### config.mk
export PLATFORM = sky130hd
export DESIGN_NAME = alu_share_arbiter
export DESIGN_NICKNAME = d
export VERILOG_FILES = /design/src/rtl/alu_pkg.sv /design/src/rtl/alu_share_arbiter_alu.sv /design/src/rtl/alu_share_arbiter.sv
export SDC_FILE = /design/constraint.sdc
export NUM_CORES = 1
export LEC_CHECK = 0
export ABC_AREA = 1
export CAP_MARGIN = 40
export CORE_ASPECT_RATIO = 1.4
export CORE_MARGIN = 2
export CORE_UTILIZATION = 45
export CTS_BUF_LIST = sky130_fd_sc_hd__clkbuf_4 sky130_fd_sc_hd__clkbuf_8
export DETAILED_ROUTE_END_ITERATION = 10
export PLACE_DENSITY = 0.67
export SLEW_MARGIN = 0
export SYNTH_ARGS = -nofsm -noshare
export SYNTH_HDL_FRONTEND = slang
export SYNTH_SLANG_ARGS = --single-unit
### constraint.sdc
create_clock -name clk -period 5 [get_ports clk]
set_clock_uncertainty 0.15 [all_clocks]
set_input_delay 0.5 -clock clk [delete_from_list [all_inputs] [get_ports clk]]
set_output_delay 0.5 -clock clk [all_outputs]
set_load 0.02 [all_outputs]
### src/rtl/alu_pkg.sv
// alu_pkg: shared ALU_Sel encodings, ALU width and arbiter state encodings
package alu_pkg;
  localparam int ALU_W = 32;
  typedef enum logic [3:0] {
    ALU_ADD = 4'b0000,
    ALU_SUB = 4'b0001,
    ALU_AND = 4'b0010,
    ALU_OR  = 4'b0011,
    ALU_XOR = 4'b0100,
    ALU_SLL = 4'b0101,
    ALU_SRL = 4'b0110,
    ALU_SRA = 4'b0111,
    ALU_SLT = 4'b1000
  } alu_sel_e;
  typedef enum logic [1:0] {IDLE, EXEC, RESP} arb_state_e;
endpackage

### src/rtl/alu_share_arbiter_alu.sv
// alu_share_arbiter_alu: combinational ALU datapath (alu_sel, a, b -> y); unknown selects yield 0
module alu_share_arbiter_alu
  import alu_pkg::*;
#(
  parameter int DATA_W = ALU_W
) (
  input  logic [3:0]        alu_sel,
  input  logic [DATA_W-1:0] a,
  input  logic [DATA_W-1:0] b,
  output logic [DATA_W-1:0] y
);
  always_comb begin
    y = '0;
    case (alu_sel)
      ALU_ADD: y = a + b;
      ALU_SUB: y = a - b;
      ALU_AND: y = a & b;
      ALU_OR:  y = a | b;
      ALU_XOR: y = a ^ b;
      ALU_SLL: y = a << b[4:0];
      ALU_SRL: y = a >> b[4:0];
      ALU_SRA: y = $signed(a) >>> b[4:0];
      ALU_SLT: y = {{(DATA_W-1){1'b0}}, $signed(a) < $signed(b)};
      default: y = '0;
    endcase
  end
endmodule

### src/rtl/alu_share_arbiter.sv
// alu_share_arbiter: round-robin sharing of one ALU among NUM_REQ requesters
//   ports: clk, rst (sync, active-high); req_valid/req_ready/req_sel/req_op0/req_op1 per requester;
//   resp_valid/resp_ready per requester; resp_result, resp_err shared.
//   ALU_ARB_SEL_CHECK_EN: when defined, ALU_Sel > SLT bypasses the ALU and flags resp_err.
module alu_share_arbiter
  import alu_pkg::*;
#(
  parameter int NUM_REQ = 2,
  parameter int DATA_W  = ALU_W
) (
  input  logic                      clk,
  input  logic                      rst,
  input  logic [NUM_REQ-1:0]        req_valid,
  output logic [NUM_REQ-1:0]        req_ready,
  input  logic [4*NUM_REQ-1:0]      req_sel,
  input  logic [DATA_W*NUM_REQ-1:0] req_op0,
  input  logic [DATA_W*NUM_REQ-1:0] req_op1,
  output logic [NUM_REQ-1:0]        resp_valid,
  input  logic [NUM_REQ-1:0]        resp_ready,
  output logic [DATA_W-1:0]         resp_result,
  output logic                      resp_err
);
  localparam int GW = $clog2(NUM_REQ);
  localparam logic [NUM_REQ-1:0] ONE = NUM_REQ'(1);
  arb_state_e state, state_n;
  logic [GW-1:0] rr_ptr, grant, pick;
  logic [3:0] sel_q;
  logic [DATA_W-1:0] op0_q, op1_q, alu_y;
  logic bad, accept, hs;
  // Lowest offset from p wins: scan offsets high to low so the nearest valid overwrites last.
  function automatic logic [GW-1:0] rr_pick(input logic [NUM_REQ-1:0] v, input logic [GW-1:0] p);
    int k;
    rr_pick = p;
    for (int i = NUM_REQ - 1; i >= 0; i--) begin
      k = (int'(p) + i) % NUM_REQ;
      if (v[k]) rr_pick = k[GW-1:0];
    end
  endfunction
  assign pick   = rr_pick(req_valid, rr_ptr);
  assign accept = state == IDLE && |req_valid;
  assign hs     = state == RESP && resp_ready[grant];
`ifdef ALU_ARB_SEL_CHECK_EN
  assign bad = sel_q > ALU_SLT;
`else
  assign bad = 1'b0;
`endif
  alu_share_arbiter_alu #(.DATA_W(DATA_W)) u_alu (
    .alu_sel(sel_q),
    .a      (op0_q),
    .b      (op1_q),
    .y      (alu_y)
  );
  always_ff @(posedge clk) state <= rst ? IDLE : state_n;
  always_comb begin
    state_n    = state;
    req_ready  = '0;
    resp_valid = '0;
    case (state)
      IDLE: begin
        state_n   = accept ? EXEC : IDLE;
        req_ready = accept ? ONE << pick : '0;
      end
      EXEC: state_n = RESP;
      RESP: begin
        resp_valid = ONE << grant;
        state_n    = hs ? IDLE : RESP;
      end
      default: state_n = IDLE;
    endcase
  end
  always_ff @(posedge clk) begin
    if (rst) begin
      rr_ptr      <= '0;
      grant       <= '0;
      sel_q       <= '0;
      op0_q       <= '0;
      op1_q       <= '0;
      resp_result <= '0;
      resp_err    <= 1'b0;
    end else begin
      if (accept) begin
        grant <= pick;
        sel_q <= req_sel[4*pick +: 4];
        op0_q <= req_op0[DATA_W*pick +: DATA_W];
        op1_q <= req_op1[DATA_W*pick +: DATA_W];
      end
      if (state == EXEC) begin
        resp_result <= bad ? '0 : alu_y;
        resp_err    <= bad;
      end
      if (hs) begin
        rr_ptr   <= (grant == GW'(NUM_REQ - 1)) ? '0 : grant + 1'b1;
        resp_err <= 1'b0;
      end
    end
  end
endmodule
# Word-level counts from Yosys, hierarchy flattened
# Index checks and enable logic that the tools add are counted.
# Widths: inputs -> output; s select.
dict set report op_classes {
  shift 8
  n_reduce_logical 5
  addsub 4
  order_cmp 4
  muxes 17
  eq_ne 10
  bitwise_logic 4
}
# operator n
set op_table {}
lappend op_table {{$pmux 32 s9} 1}
lappend op_table {{$shiftx 64x7->32} 2}
lappend op_table {{$add 32x32->32} 1}
lappend op_table {{$and 32x32->32} 1}
lappend op_table {{$lt 32x32->1} 1}
lappend op_table {{$or 32x32->32} 1}
lappend op_table {{$shl 32x5->32} 1}
lappend op_table {{$shr 32x5->32} 1}
lappend op_table {{$sshr 32x5->32} 1}
lappend op_table {{$sub 32x32->32} 1}
lappend op_table {{$xor 32x32->32} 1}
lappend op_table {{$eq 4x3->1 const B} 4}
lappend op_table {{$mux 1} 11}
lappend op_table {{$eq 4x2->1 const B} 2}
lappend op_table {{$mux 2} 4}
lappend op_table {{$shiftx 8x4->4} 1}
lappend op_table {{$pmux 2 s3} 1}
lappend op_table {{$eq 4x1->1 const B} 1}
lappend op_table {{$eq 4x4->1 const B} 1}
lappend op_table {{$logic_not 4->1} 1}
lappend op_table {{$lt 1x2->1 const B} 2}
lappend op_table {{$shl 1x1->2 const A} 2}
lappend op_table {{$lt 2x3->1 const B} 1}
lappend op_table {{$add 1x1->1 const B} 2}
lappend op_table {{other kinds (6)} 7}
dict set report totals {
  out_inout_bits 37
  input_bits 142
  word_cells 59
  register_bits 104
}

# Longest topological paths before layout
dict set report depth {
  depth_word 10
  ltp_mapped 21
  depth_no_buf 18
}

# Hierarchy
# A second synthesis with hierarchy kept.
dict set report unflattened {
  hier_cells 2866
  hier_area_um2 15030.7
}
# module n_inst seq_area_each_um2 area_each_um2 cells_each
set modules_own_cells {}
lappend modules_own_cells {alu_share_arbiter_alu 1 0.0 10206.0 2103}
lappend modules_own_cells {alu_share_arbiter 1 2082.0 4824.6 763}

# Worst setup path before layout
# No wires, ideal clock.
dict set report synth_path {
  path_type {register to register}
  startpoint {register op1_q[4]}
  endpoint {register resp_result[27]}
  required_time_ns 4.718
  arrival_ns 2.364
  setup_ns 0.132
  slack_ns 2.354
  path_stages_with_launch 17
  cell_sequence {dfxtp_1 -> inv_2 -> buf_2 -> buf_4 -> ha_1 -> buf_2 -> nand2_1 -> nor2_1 -> a21oi_1 -> o21ai_0 -> nand2_1 -> nand2_1 -> nand2_1 -> nand3_1 -> nand3_1 -> nand2_1 -> a21oi_1}
}
dict set report synth_via {
  elab_chain_len 2
  word_cells_on_any_way 6
  cone_classes {add/sub: 2; shift: 3; mux: 1}
}
# element line_no
set synth_lines {}
lappend synth_lines {{start, declared} alu_share_arbiter.sv:28} ;# logic [DATA_W-1:0] op0_q, op1_q, alu_y;
lappend synth_lines {{start signal, assigned} alu_share_arbiter.sv:85} ;# op1_q <= req_op1[DATA_W*pick +: DATA_W];
lappend synth_lines {{$sub 32x32->32 (tied with other cells)} alu_share_arbiter_alu.sv:16} ;# ALU_SUB: y = a - b;
lappend synth_lines {{$pmux 32 s9 *} alu_share_arbiter_alu.sv:14} ;# case (alu_sel)
lappend synth_lines {{end signal, assigned} alu_share_arbiter.sv:88} ;# resp_result <= bad ? '0 : alu_y;
lappend synth_lines {{end, declared} alu_share_arbiter.sv:20} ;# output logic [DATA_W-1:0] resp_result,
# Every way passes the cells marked *; elsewhere a longest branch is shown, timed or not.
# A chain may end at the register's enable or synchronous reset.

# Worst setup path after layout
dict set report layout_path {
  startpoint {register op0_q[12]}
  endpoint {register resp_result[29]}
}
dict set report layout_via {
  elab_chain_len 2
  word_cells_on_any_way 6
  cone_classes {add/sub: 2; shift: 3; mux: 1}
}
# element line_no
set layout_lines {}
lappend layout_lines {{start, declared} alu_share_arbiter.sv:28}
lappend layout_lines {{start signal, assigned} alu_share_arbiter.sv:84} ;# op0_q <= req_op0[DATA_W*pick +: DATA_W];
lappend layout_lines {{$sub 32x32->32 (tied with other cells)} alu_share_arbiter_alu.sv:16}
lappend layout_lines {{$pmux 32 s9 *} alu_share_arbiter_alu.sv:14}
# Marked as above.

==> reports/qor.csv <==
metric,value,unit
status,completed,
synthesized area,14000,um2
"commonest non-fill, non-tap cell in the layout",nand2_1,
max-slew violations,0,
Avg WL per Cell,24.4,um
Placed Instances,3039,
Avg Inst Size Synth,5.45,um2
commonest register cell after synthesis,dfxtp_1,
Nets,2901,
first-pass GRT wire length,109000,um
Mapped Nets,2812,
TNS Setup,0,ns
fin cells,3056,
Maximum Capacitance Violations,0,
final worst slack,1.34,ns
DR DRC count,0,
worst-path fanout max,11,
Worst R2R Path Depth,14,
Die X,153,um
PortBufs,177,
layout cell share with drive strength beyond 1,3.60,%
flip-flop and latch count after synthesis,104,
synth warn,0,
Tot GR Track Use,44.6,%
Sink Count,104,
PwrDens,265,nW/um2
Std-Cell Rows,76,
hold depth,2,
H-Tree Level Count,3,
Max VDD drop,0.000165,V
initial antenna violation count,1,
Register Area,2090,um2
count of cell types in the netlist,56,
post-CTS sizing,0,
post-DP HPWL,59600,um
Overall Power,0.00426,W
multi-input logic area,10200,um2
post-route ant nets,0,
CP Class,flip-flop to flip-flop,
leakage,7.49,nW
Core Area,30700,um2
final wirelength,74700,um
final hold violations,0,
Post-CTS Setup Repair Bufs,0,
CTS Buffer Depth,2,
total CTS buffers,9,
dpl ws,1.19,ns
Final setup viols,0,
worst-margin pin slew,0.949,ns
fmax,0.274,GHz
vias in the first global route,17689,
WP data required,5.22,ns
# IOs,179,
CP Capture Type,flip-flop,
DIE HEIGHT,213,um
Hold Buf Count CTS,0,
Tcrit/Tclk final,73.1,%
most frequent cells in the layout,"nand2_1 (906), nand3_1 (371), inv_1 (265)",
largest net degree at the start of global routing,71,
First DRT Iteration DRCs,2114,
clock network latency to the later pin of the worst-skew pair,0.45,ns
WP data arrival,3.87,ns
Hold Path Class,flip-flop to flip-flop,
clock-pin slew on the worst setup and hold paths,0.12,ns
Max transition margin,36.4,%
vias per cell,6.15,
Post-synth ARST share,0,%
sequential-to-total area share from yosys stat,14.8,%
Fill cells,3342,
CTS tree,done,
clock root buffer,clkbuf_8,
GP Congestion,1.12,
via count of the routed design,18787,
total grt overflow,0,
Pre-antenna DRT Iters,7,
Setup crit start kind,flip-flop,
P&R area growth vs syn,14.7,%
die footprint,32600,um2
"EDFF count, synth",0,
minimum clock period,3.66,ns
Gate Count Post-Synth,2571,
Initial Utilization,45.7,%
unrepaired setup endpoints after global routing,false,
state kept, by name, summed over array words and instances (netlist names):
register	flops
state	2
rr_ptr	1
grant	1
op0_q	32
sel_q	4
resp_result	32
op1_q	32
cells in the mapped netlist (7+ instances only):
cell	number	area share, %
buf_1	7	0.19
clkbuf_1	38	1.0
buf_4	17	0.91
a21oi_1	113	4.0
ha_1	97	8.7
o22ai_1	8	0.36
o211ai_1	32	1.7
buf_6	8	0.64
o21ai_1	21	0.75
a221oi_1	31	1.9
nand4_1	34	1.5
inv_2	12	0.32
and2_1	8	0.36
o21bai_1	14	0.75
dfxtp_1	104	15
nand3_1	371	13
o21ai_0	79	2.8
buf_2	59	2.1
a31oi_1	45	2.0
nor3_1	34	1.2
nand2_1	906	24
nor2_1	210	5.6
inv_1	265	7.1
power by group:
group | switching [W] | leakage [nW] | internal, W
Sequential | 0.000126 | 0.854 | 0.000907
Combinational | 0.00182 | 6.53 | 0.000760
Clock | 0.000402 | 0.110 | 0.000247
layer usage:
metal | GRT usage, % | up-vias | wire, um | share of wire [%]
met5 | 0 | - | 0 | 0
met4 | 39.7 | 0 | 7920 | 11
met3 | 7.51 | 335 | 6430 | 8.6
met2 | 73.0 | 1174 | 33800 | 45
met1 | 50.1 | 8695 | 26500 | 36
li1 | - | 8583 | - | -
area by class of cell:
| class | count | area share (%) |
|---|---|---|
| antenna | 1 | 0.0156 |
| timing repair buffer | 208 | 12.6 |
| clock buffer | 9 | 0.770 |
| multi-input combinational | 2056 | 63.4 |
| sequential | 104 | 13.0 |
| tap | 390 | 3.03 |
| clock inverter | 7 | 0.607 |
| inverter | 281 | 6.63 |
kinds of logic after synthesis:
| family | synth area share, % |
|---|---|
| adders and majority gates | 9.01 |
| buffers and inverters | 12.5 |
| AOI/OAI and AO/OA | 15.2 |
| xor gates and xnor gates | 0.187 |
| and+or+nand+nor | 48.2 |
| other | 0.0267 |
| DFF | 14.8 |
path summary, 6_finish.rpt:
| check | to | from | slack [ns] |
|---|---|---|---|
| setup / recovery | resp_result[29]$_SDFFE_PP0P_ | op0_q[12]$_SDFFE_PP0P_ | 1.34 |
| hold / removal | resp_result[1]$_SDFFE_PP0P_ | resp_result[1]$_SDFFE_PP0P_ | 0.33 |
| setup reg to reg | resp_result[29]$_SDFFE_PP0P_ | op0_q[12]$_SDFFE_PP0P_ | 1.34 |
| hold reg to reg | resp_result[1]$_SDFFE_PP0P_ | resp_result[1]$_SDFFE_PP0P_ | 0.33 |
worst max-delay path, cell delays in order, from the launching register on:
cell and delay (ns):
dfxtp_1 0.64, inv_1 0.24, ha_1 0.66, inv_1 0.12
a21oi_1 0.34, nand2_1 0.20, inv_1 0.11, nand3_1 0.32
nand2_1 0.22, nand2_1 0.07, nand2_1 0.06, nand3_1 0.09
nand3_1 0.18, nand2_1 0.07, a21oi_1 0.12
through the flow:
stage | utilization [%] | area (um2) | hold WS [ns]
floorplan | - | 14000 | 0.297
global placement | 51.5 | 15800 | 0.303
detailed placement | 51.7 | 15900 | 0.309
CTS | 52.4 | 16100 | 0.325
global route | 52.4 | 16100 | 0.335
finish | 52.4 | 16100 | 0.327
Note: power is estimated with default switching activity, not from simulation.
